===== src/rtl/move_packer.sv =====
// move_packer: buffers the legal-move stream in a small FIFO, packs two 16-bit
// moves per 32-bit word and writes them to the result RAM from BASE_ADDR
// upward, closing the list with a zero terminator.
//
// Ports:
//   clk, reset                      clock, asynchronous active-high reset
//   start                           one-cycle pulse, clears state, begins a run
//   mv_valid/mv_data/mv_last        move stream in (valid/ready)
//   mv_ready                        FIFO has room and a run is collecting
//   ram_waitrequest                 RAM busy; pending write is held
//   ram_address/ram_write/
//   ram_writedata                   result RAM write port
//   move_count                      moves accepted this run (saturating)
//   busy, done, overflow            run status
module move_packer #(
  parameter int unsigned ADDR_WIDTH = 13,
  parameter int unsigned DATA_WIDTH = 32,
  parameter int unsigned BASE_ADDR  = 16,
  parameter int unsigned MAX_WORDS  = 128,
  parameter int unsigned FIFO_DEPTH = 4
) (
  input  logic                  clk,
  input  logic                  reset,
  input  logic                  start,
  input  logic                  mv_valid,
  input  logic [15:0]           mv_data,
  input  logic                  mv_last,
  output logic                  mv_ready,
  input  logic                  ram_waitrequest,
  output logic [ADDR_WIDTH-1:0] ram_address,
  output logic                  ram_write,
  output logic [DATA_WIDTH-1:0] ram_writedata,
  output logic [8:0]            move_count,
  output logic                  busy,
  output logic                  done,
  output logic                  overflow
);

  localparam int unsigned PTR_W = (FIFO_DEPTH > 1) ? $clog2(FIFO_DEPTH) : 1;
  localparam int unsigned CNT_W = $clog2(FIFO_DEPTH + 1);
  localparam logic [ADDR_WIDTH-1:0] LAST_IDX = ADDR_WIDTH'(MAX_WORDS - 1);
  localparam logic [ADDR_WIDTH-1:0] BASE     = ADDR_WIDTH'(BASE_ADDR);
  localparam logic [CNT_W-1:0]      FULL_CNT = CNT_W'(FIFO_DEPTH);

  typedef enum logic [1:0] {S_IDLE, S_COLLECT, S_FLUSH, S_DONE} state_t;

  state_t                state_q, state_d;
  logic [16:0]           fifo_mem [FIFO_DEPTH];
  logic [PTR_W-1:0]      wr_ptr_q, wr_ptr_d, rd_ptr_q, rd_ptr_d;
  logic [CNT_W-1:0]      cnt_q, cnt_d;
  logic                  last_seen_q, last_seen_d;
  logic [15:0]           half_q, half_d;
  logic                  have_half_q, have_half_d;
  logic [ADDR_WIDTH-1:0] word_idx_q, word_idx_d;
  logic                  term_q, term_d;
  logic                  mv_ready_d, ram_write_d, busy_d, done_d, overflow_d;
  logic [ADDR_WIDTH-1:0] ram_address_d;
  logic [DATA_WIDTH-1:0] ram_writedata_d;
  logic [8:0]            move_count_d;
  logic                  push, pop, write_busy, room;
  logic [16:0]           head;
  logic [ADDR_WIDTH-1:0] wr_addr;

  assign head       = fifo_mem[rd_ptr_q];
  assign write_busy = ram_write & ram_waitrequest;
  // index MAX_WORDS-1 is reserved for the terminator
  assign room       = (word_idx_q < LAST_IDX);
  assign wr_addr    = BASE + word_idx_q;

  // FIFO storage, no reset needed
  always_ff @(posedge clk) begin
    if (push) fifo_mem[wr_ptr_q] <= {mv_last, mv_data};
  end

  // state and output registers
  always_ff @(posedge clk or posedge reset) begin
    if (reset) begin
      state_q       <= S_IDLE;
      wr_ptr_q      <= '0;
      rd_ptr_q      <= '0;
      cnt_q         <= '0;
      last_seen_q   <= 1'b0;
      half_q        <= '0;
      have_half_q   <= 1'b0;
      word_idx_q    <= '0;
      term_q        <= 1'b0;
      mv_ready      <= 1'b0;
      ram_write     <= 1'b0;
      ram_address   <= BASE;
      ram_writedata <= '0;
      move_count    <= '0;
      busy          <= 1'b0;
      done          <= 1'b0;
      overflow      <= 1'b0;
    end else begin
      state_q       <= state_d;
      wr_ptr_q      <= wr_ptr_d;
      rd_ptr_q      <= rd_ptr_d;
      cnt_q         <= cnt_d;
      last_seen_q   <= last_seen_d;
      half_q        <= half_d;
      have_half_q   <= have_half_d;
      word_idx_q    <= word_idx_d;
      term_q        <= term_d;
      mv_ready      <= mv_ready_d;
      ram_write     <= ram_write_d;
      ram_address   <= ram_address_d;
      ram_writedata <= ram_writedata_d;
      move_count    <= move_count_d;
      busy          <= busy_d;
      done          <= done_d;
      overflow      <= overflow_d;
    end
  end

  // next-state, FIFO, pack and write control
  always_comb begin
    state_d         = state_q;
    wr_ptr_d        = wr_ptr_q;
    rd_ptr_d        = rd_ptr_q;
    cnt_d           = cnt_q;
    last_seen_d     = last_seen_q;
    half_d          = half_q;
    have_half_d     = have_half_q;
    word_idx_d      = word_idx_q;
    term_d          = term_q;
    move_count_d    = move_count;
    done_d          = done;
    overflow_d      = overflow;
    // a completed write drops the strobe unless a new word is loaded below
    ram_write_d     = write_busy;
    ram_address_d   = ram_address;
    ram_writedata_d = ram_writedata;
    push            = 1'b0;
    pop             = 1'b0;

    if (start) begin
      state_d         = S_COLLECT;
      wr_ptr_d        = '0;
      rd_ptr_d        = '0;
      cnt_d           = '0;
      last_seen_d     = 1'b0;
      half_d          = '0;
      have_half_d     = 1'b0;
      word_idx_d      = '0;
      term_d          = 1'b0;
      move_count_d    = '0;
      done_d          = 1'b0;
      overflow_d      = 1'b0;
      ram_write_d     = 1'b0;
      ram_address_d   = BASE;
      ram_writedata_d = '0;
    end else begin
      case (state_q)
        S_COLLECT: begin
          if (mv_valid && mv_ready) begin
            push     = 1'b1;
            wr_ptr_d = wr_ptr_q + 1'b1;
            if (move_count != 9'h1FF) move_count_d = move_count + 9'd1;
            if (mv_last) last_seen_d = 1'b1;
          end
          if (cnt_q != '0 && !write_busy) begin
            pop      = 1'b1;
            rd_ptr_d = rd_ptr_q + 1'b1;
            if (!have_half_q) begin
              if (head[16]) begin
                // odd total: the partial word carries its own zero terminator
                ram_write_d   = 1'b1;
                ram_address_d = wr_addr;
                term_d        = 1'b1;
                state_d       = S_FLUSH;
                if (room) begin
                  ram_writedata_d = DATA_WIDTH'({16'h0000, head[15:0]});
                end else begin
                  ram_writedata_d = '0;
                  overflow_d      = 1'b1;
                end
              end else begin
                half_d      = head[15:0];
                have_half_d = 1'b1;
              end
            end else begin
              have_half_d = 1'b0;
              if (room) begin
                ram_write_d     = 1'b1;
                ram_address_d   = wr_addr;
                ram_writedata_d = DATA_WIDTH'({head[15:0], half_q});
                word_idx_d      = word_idx_q + 1'b1;
              end else begin
                overflow_d = 1'b1;
              end
              if (head[16]) state_d = S_FLUSH;
            end
          end
          cnt_d = cnt_q + CNT_W'(push) - CNT_W'(pop);
        end
        S_FLUSH: begin
          if (ram_write && !ram_waitrequest && term_q) begin
            state_d = S_DONE;
            done_d  = 1'b1;
          end else if (!write_busy && !term_q) begin
            // even total: separate zero word after the last pair
            ram_write_d     = 1'b1;
            ram_address_d   = wr_addr;
            ram_writedata_d = '0;
            term_d          = 1'b1;
          end
        end
        default: ;
      endcase
    end

    busy_d     = (state_d == S_COLLECT) || (state_d == S_FLUSH);
    mv_ready_d = (state_d == S_COLLECT) && !last_seen_d && (cnt_d != FULL_CNT);
  end

endmodule


===== config.mk =====
export PLATFORM = sky130hd
export DESIGN_NAME = move_packer
export DESIGN_NICKNAME = d
export VERILOG_FILES = /design/src/rtl/move_packer.sv
export SDC_FILE = /design/constraint.sdc
export NUM_CORES = 1
export LEC_CHECK = 0
export ABC_AREA = 1
export BUFFER_PORTS_ARGS = -buffer_cell sky130_fd_sc_hd__buf_2
export CAP_MARGIN = 20
export CORE_MARGIN = 2
export CORE_UTILIZATION = 55
export CTS_BUF_LIST = sky130_fd_sc_hd__clkbuf_2
export CTS_CLUSTER_SIZE = 40
export DETAILED_ROUTE_END_ITERATION = 7
export PLACE_DENSITY = 0.8
export REMOVE_ABC_BUFFERS = 1
export SETUP_SLACK_MARGIN = 0.05
export SYNTH_ARGS = -nofsm -noshare
export SYNTH_HDL_FRONTEND = slang
export SYNTH_SLANG_ARGS = --single-unit

===== constraint.sdc =====
create_clock -name clk -period 3.14 [get_ports clk]
set_clock_uncertainty 0.05 [all_clocks]
set_input_delay 0.157 -clock clk [delete_from_list [all_inputs] [get_ports clk]]
set_output_delay 0.157 -clock clk [all_outputs]
set_load 0.005 [all_outputs]

==> results of run 1 <==
## through the flow
stage               instances  power [mW]  hold WS (ns)  utilization, %  setup slack [ns]
finish                   1053       5.604       0.04066           63.53            0.7649
global route             1052       5.983       0.01660           63.51            0.5004
CTS                      1052       5.638       0.01268           63.51            0.7757
detailed placement       1000       4.318        0.3274           59.70            0.8304
global placement         1000       4.265        0.3214           59.70            0.9032
floorplan                 733       3.771        0.1701               -            0.2821
## metal layers
layer / vias up / part of all wire (%)
met5: - / 0
met4: 0 / 1.4
met3: 18 / 5.7
met2: 154 / 47
met1: 2560 / 46
li1: 2710 / -
## cells by family after synthesis
logic type / Yosys count / synth area share, %
compound gates: 88 / 6.960
xor+xnor: 3 / 0.3592
fa+ha+maj: 14 / 2.497
buf+inv: 97 / 5.865
flops: 168 / 62.12
simple gates: 395 / 22.20
## where the power goes
part / switching, mW / total, mW / internal [mW]
registers: 0.163 / 2.70 / 2.54
clock network: 0.717 / 1.31 / 0.591
logic: 1.08 / 1.59 / 0.518
total: 1.96 / 5.60 / 3.65
## worst max-delay path: stages (launching register included)
cell,delay [ns]
dfrtp_1,0.71
inv_4,0.26
nand2_1,0.13
nand3_1,0.12
nand2_2,0.14
nand3_1,0.09
nand3_2,0.10
buf_4,0.47
nand2_1,0.16
o21ai_2,0.08
## state kept, by name (all words and copies together), names as in the netlist, 2 cells and up
name and cells:
word_idx_q 13, fifo_mem 68, ram_address 13, wr_ptr_q 2
ram_writedata 32, cnt_q 3, move_count 9, state_q 2
half_q 16, rd_ptr_q 2
## final cells by class
cell class / count / area [um^2]
repair buffers: 112 / 693.2
diodes: 1 / 2.502
inverters: 65 / 251.5
clock inverters: 14 / 206.4
multi-input cells: 500 / 2342
flip-flops and latches: 168 / 4546
well taps: 176 / 220.2
fillers: 1064 / 4791
clock buffers: 17 / 85.08
## synth_stat cells
master    instances  area [um^2]
o22ai_1          32        200.2
nand4_2           1        12.51
edfxtp_1         68         2042
and3_1            1        6.260
o21ai_2           6        52.55
buf_1             2        7.510
o31ai_1           1        7.510
nor3b_1           2        15.01
a21oi_2           1        8.760
fa_1              1        20.02
nand2_1         261        979.7
dfrtp_1          99         2477
buf_6             5        56.30
dfstp_2           1        26.28
nand4_1           6        37.54
inv_4             2        12.51
nand2_2           2        12.51
nand3_1          61        305.3
inv_1            60        225.2
inv_2             3        11.26
o21ai_1           1        5.000
nor2_1           51        191.4
ha_1             13        162.7
nor3_1            6        30.03
clkbuf_1         13        48.80
xor2_1            3        26.28
nand3b_1          1        7.510
or2_1             1        6.260
o21ai_0          27        135.1
buf_4             3        22.52
buf_2             9        45.04
a21oi_1          20        100.1
nand3_2           2        20.02
## worst min path at each step
| stage | cells after the start | start | slack, ns | to |
|---|---|---|---|---|
| detailed placement | 2 | reset | 0.33 | ram_address[12] |
| CTS | 3 | reset | 0.01 | half_q[3] |
| floorplan | 1 | start | 0.17 | overflow |
| global placement | 2 | reset | 0.32 | ram_writedata[29] |
| global route | 2 | mv_data[2] | 0.02 | fifo_mem[0][2] |
| finish | 3 | reset | 0.04 | ram_writedata[14] |
==> run metrics, run 1 <==
status complete, no violations; FMAX 0.4210 GHz; Final setup viols 0; grt total ovfl 0; Die W 119.3 um; MaxCap Viol Count 0; Hold Vio Cnt, Final 0; Post-DP HPWL 9820 um; drt drc 0; met2 Usage GRT 33.55%; end of the critical path ram_address[3]; Synth Area per Inst 9.565 um^2; setup_tns 0 ns; Crit. End Element register; Pins Over Slew Limit 0; startpoint types register; largest net degree at the start of global routing 68; Chip Height 119.3 um; die area 14,240 um^2; sequential area share after synthesis 62.12%; setup bufs post-CTS 0; Synth Warn # 0; Worst R2R End ram_address[3]; class of the most critical setup path reg2reg; worst reg2reg path depth 9; H-tree depth 4; Worst-Skew Late Latency 0.74 ns; fin crit period 2.375 ns; Mapped Cells 765; vias per cell 5.168; first-pass GRT wire length 24,320 um; Critical path origin rd_ptr_q[0]; clock sinks 168; Core Rows 42; Leak Pwr 3.963 nW; input/output buffers 80; most frequent cells in the layout 261 x nand2_1, 99 x dfrtp_1, 80 x buf_2; Worst IR Drop VDD 0.3369 mV; core area 13,140 um^2; gr busiest metal met2; RSZ-0062 raised after global routing false; nets@finish 900; RR Startpoint rd_ptr_q[0]; met3 Use GR 5.556%; Rel. slew slack 45.62%; post-route ant nets 0; Syn-to-layout area delta 14.07%; Final Cycle Share 75.64%; initial detailed-routing violation count 488; CTS clk-pin slew, worst paths 0.22 ns; commonest non-fill, non-tap cell in the layout nand2_1; Worst Path Required 3.78 ns; CTS root buf clkbuf_2; GRT met1 Usage 29.98%; post-CTS sizing 0; initial antenna violation count 0; CP Max Fanout 56; pwr dens 671.4 nW/um^2; Worst Hold Class in2async; Starting Density 55.70%; ratio of cells with drive above 1 in the final layout 15.87%; Post-DP Area 7843 um^2; WP data arrival 3.01 ns; Via Count 5,442; Post-Layout Inst Area 8347 um^2; CTS tree built; reg-to-reg setup timing slack 0.76 ns; post-synthesis cell type count 33; routed length per instance 13.84 um; DRT Pass-1 Iters 7; final RePlAce weighted congestion 0.8019; hold buffers post-CTS 21; Post-Syn Area 7317 um^2; top-level I/O count 81; worst slew pin tran 0.8157 ns; Total Routing Usage GR 21.56%; vias in the first global route 5,199; post-synthesis register bit count 168; Post-Route WL 14,580 um; Longest Clk Path Bufs 2; Num CTS Buffers 17
(Power assumes the default switching activity.)
==> inputs of run 2 (changes only) <==
--- a/config.mk
+++ b/config.mk
@@ -5,7 +5,7 @@
 export SDC_FILE = /design/constraint.sdc
 export NUM_CORES = 1
 export LEC_CHECK = 0
-export ABC_AREA = 1
+export ABC_AREA = 0
 export BUFFER_PORTS_ARGS = -buffer_cell sky130_fd_sc_hd__buf_2
 export CAP_MARGIN = 20
 export CORE_MARGIN = 2
==> constraint.sdc (replaced) <==
create_clock -name clk -period 2.2 [get_ports clk]
set_clock_uncertainty 0.05 [all_clocks]
set_input_delay 0.11 -clock clk [delete_from_list [all_inputs] [get_ports clk]]
set_output_delay 0.11 -clock clk [all_outputs]
set_load 0.005 [all_outputs]
==> run metrics, run 2 <==
status finished, violations left; failing checks setup timing; Hold Vio Cnt, Final 0; Largest regs fifo_mem x68, ram_writedata x32, half_q x16; nets@finish 765; final worst slack -0.3281 ns; class of the most critical setup path reg2reg; ratio of cells with drive above 1 in the final layout 31.94%; post-synthesis cell type count 53; Final setup viols 41; Starting Density 55.81%; crit-path max cell delay 0.44 ns; Sw Share 35.00%; Post-Syn Area 7303 um^2; Worst IR Drop VDD 0.4372 mV; Pins Over Slew Limit 0; Num CTS Buffers 17; top-level I/O count 81; first-pass GRT wire length 25,590 um; Longest Clk Path Bufs 2; Via Count 5,224; initial detailed-routing violation count 388; Post-DP Area 8215 um^2; reg-to-reg setup timing slack -0.33 ns; Total Power 9.819 mW; Antenna diodes 0; Post-Route WL 16,510 um; Synth Warn # 0; WP data arrival 3.15 ns; die area 14,220 um^2; worst slew pin tran 0.5053 ns; Internal 6.383 mW; Syn-to-layout area delta 25.99%; CTS root buf clkbuf_2; post-route ant nets 0; max FFs per register 68; Crit-path slowest cell dfrtp_1; Non-Filler Instances 918; input/output buffers 80; Final Cycle Share 114.9%; Chip Height 119.2 um; final RePlAce weighted congestion 0.8267; WP buf/inv 0; Worst Hold Class in2reg; fin crit period 2.528 ns; CP Max Fanout 2; drt drc 0; Worst Path Required 2.82 ns; most used cell, CP xnor2_2; H-tree depth 4; Sequential Power Share 40.2%; net switching power 3.437 mW; grt total ovfl 0; Biggest register fifo_mem; # placed instances 836; Combinational Power Share 42.8%; number of synthesized flops with an enable pin 68; FMAX 0.3956 GHz; sequential area share after synthesis 62.24%; share of the synthesized area in the top cell type 33.92%; initial antenna violation count 0; Mapped Cells 563; top-count cell post-synth dfrtp_1; vias in the first global route 5,322; core area 13,090 um^2; RSZ-0062 raised after global routing true; Rel. slew slack 66.31%; most frequent cells in the layout 99 x dfrtp_1, 80 x buf_2, 71 x nand2_1; startpoint types register; Crit. End Element register; Post-Layout Inst Area 9201 um^2; Largest delay share family, worst path simple AND/OR/NAND/NOR gates; Clk network pwr share 17.0%; Core Rows 42; CTS clk-pin slew, worst paths 0.26 ns; Post-DP HPWL 10,140 um; Leak Pwr 3.998 nW; critical-path cell list or3_4, and2_4, xnor2_2, ha_2, fa_2, xnor2_2, nand2_2, xor2_2, nor4_2, nor3b_1; vias per cell 5.691; clock sinks 168; commonest non-fill, non-tap cell in the layout dfrtp_1; MaxCap Viol Count 0; Die W 119.2 um; pwr dens 1067 nW/um^2; routed length per instance 17.99 um; Async SR Flop Fraction 59.52%; Synth Area per Inst 12.97 um^2; Total Routing Usage GR 23.11%; largest area contributor in the netlist dfrtp_1; Area contributors post-synth dfrtp_1 34%, edfxtp_1 28%, mux4_2 5.2%; post-synthesis register bit count 168; DRT Pass-1 Iters 5; largest net degree at the start of global routing 66; Worst-Skew Late Latency 0.74 ns; Post-synth top cells 99 x dfrtp_1, 74 x nand2_1, 68 x edfxtp_1; Post-synth top flop dfrtp_1; CTS tree built
[run 2: cell count changes in the layout (fill, tap and decap cells not counted), sizes merged, moves of 19 or more]
cell	delta
nand3	-52
inv	-27
nand2	-189
buf	+49
o22ai	-30
o21ai	-25
mux2i	+19
[run 2: cell type report]
| type | instances | area [um^2] |
|---|---|---|
| Clock inverter | 15 | 163.9 |
| Inverter | 32 | 122.6 |
| Tap cell | 176 | 220.2 |
| Multi-Input combinational cell | 337 | 2669 |
| Sequential cell | 168 | 4546 |
| Clock buffer | 17 | 85.08 |
| Fill cell | 838 | 3884 |
| Timing Repair Buffer | 173 | 1395 |
[run 2: cells by family (layout without fill, tap and decap cells)]
| logic type | Yosys count | count (layout) | share of synthesized area, % |
|---|---|---|---|
| flip-flops | 168 | 168 | 62.24 |
| XOR/XNOR | 24 | 24 | 2.878 |
| adder cells (fa/ha/maj) | 14 | 14 | 2.501 |
| buffers and inverters | 59 | 237 | 3.649 |
| AND/OR/NAND/NOR | 167 | 168 | 10.66 |
| multiplexers | 52 | 52 | 10.31 |
| AO/OA/AOI/OAI | 79 | 79 | 7.761 |
[run 2: routing by layer]
layer | GRT usage [%] | part of all wire [%]
met1 | 28.44 | 40
met2 | 38.97 | 52
met3 | 6.609 | 6.1
met4 | 8.631 | 2.7
met5 | 0 | 0
[run 2: metrics by stage]
step	hold slack [ns]	worst slack, ns	utilization [%]	setup TNS (ns)
5_1_grt	0.03069	-0.4530	70.32	-5.752
3_3_place_gp	0.1250	-0.1964	62.78	-0.2197
3_5_place_dp	0.1425	-0.2819	62.78	-0.6856
2_1_floorplan	0.1159	-1.039	-	-98.78
4_1_cts	0.005329	-0.3112	68.11	-1.286
6_report	0.08712	-0.3281	70.32	-2.945
[run 2: repair_timing]
action,4_1_cts,5_1_grt
buffers inserted,10,6
hold buffers,23,9
gates cloned,2,2
pin swaps,10,12
gates resized for setup,23,40
setup endpoints to repair,58,64
endpoints found under the hold margin,239,33
[run 2: path summary, 6_finish.rpt]
path	end	cells after the start	start
max in group asynchronous	ram_address[4]	5	reset
worst max-delay path	mv_ready	10	cnt_q[2]
worst max register to register	mv_ready	10	cnt_q[2]
min in group asynchronous	ram_writedata[23]	4	reset
worst min register to register	ram_address[11]	1	ram_address[11]
worst min-delay path	fifo_mem[2][6]	2	mv_data[6]
[run 2: power groups by stage]
stage,sequential [mW],clock [mW],combinational [mW]
2_1_floorplan,4.02,0,1.82
3_3_place_gp,3.96,0,2.93
3_5_place_dp,3.99,0,3.06
4_1_cts,3.93,1.69,3.64
5_1_grt,3.98,1.83,4.52
6_report,3.94,1.67,4.20
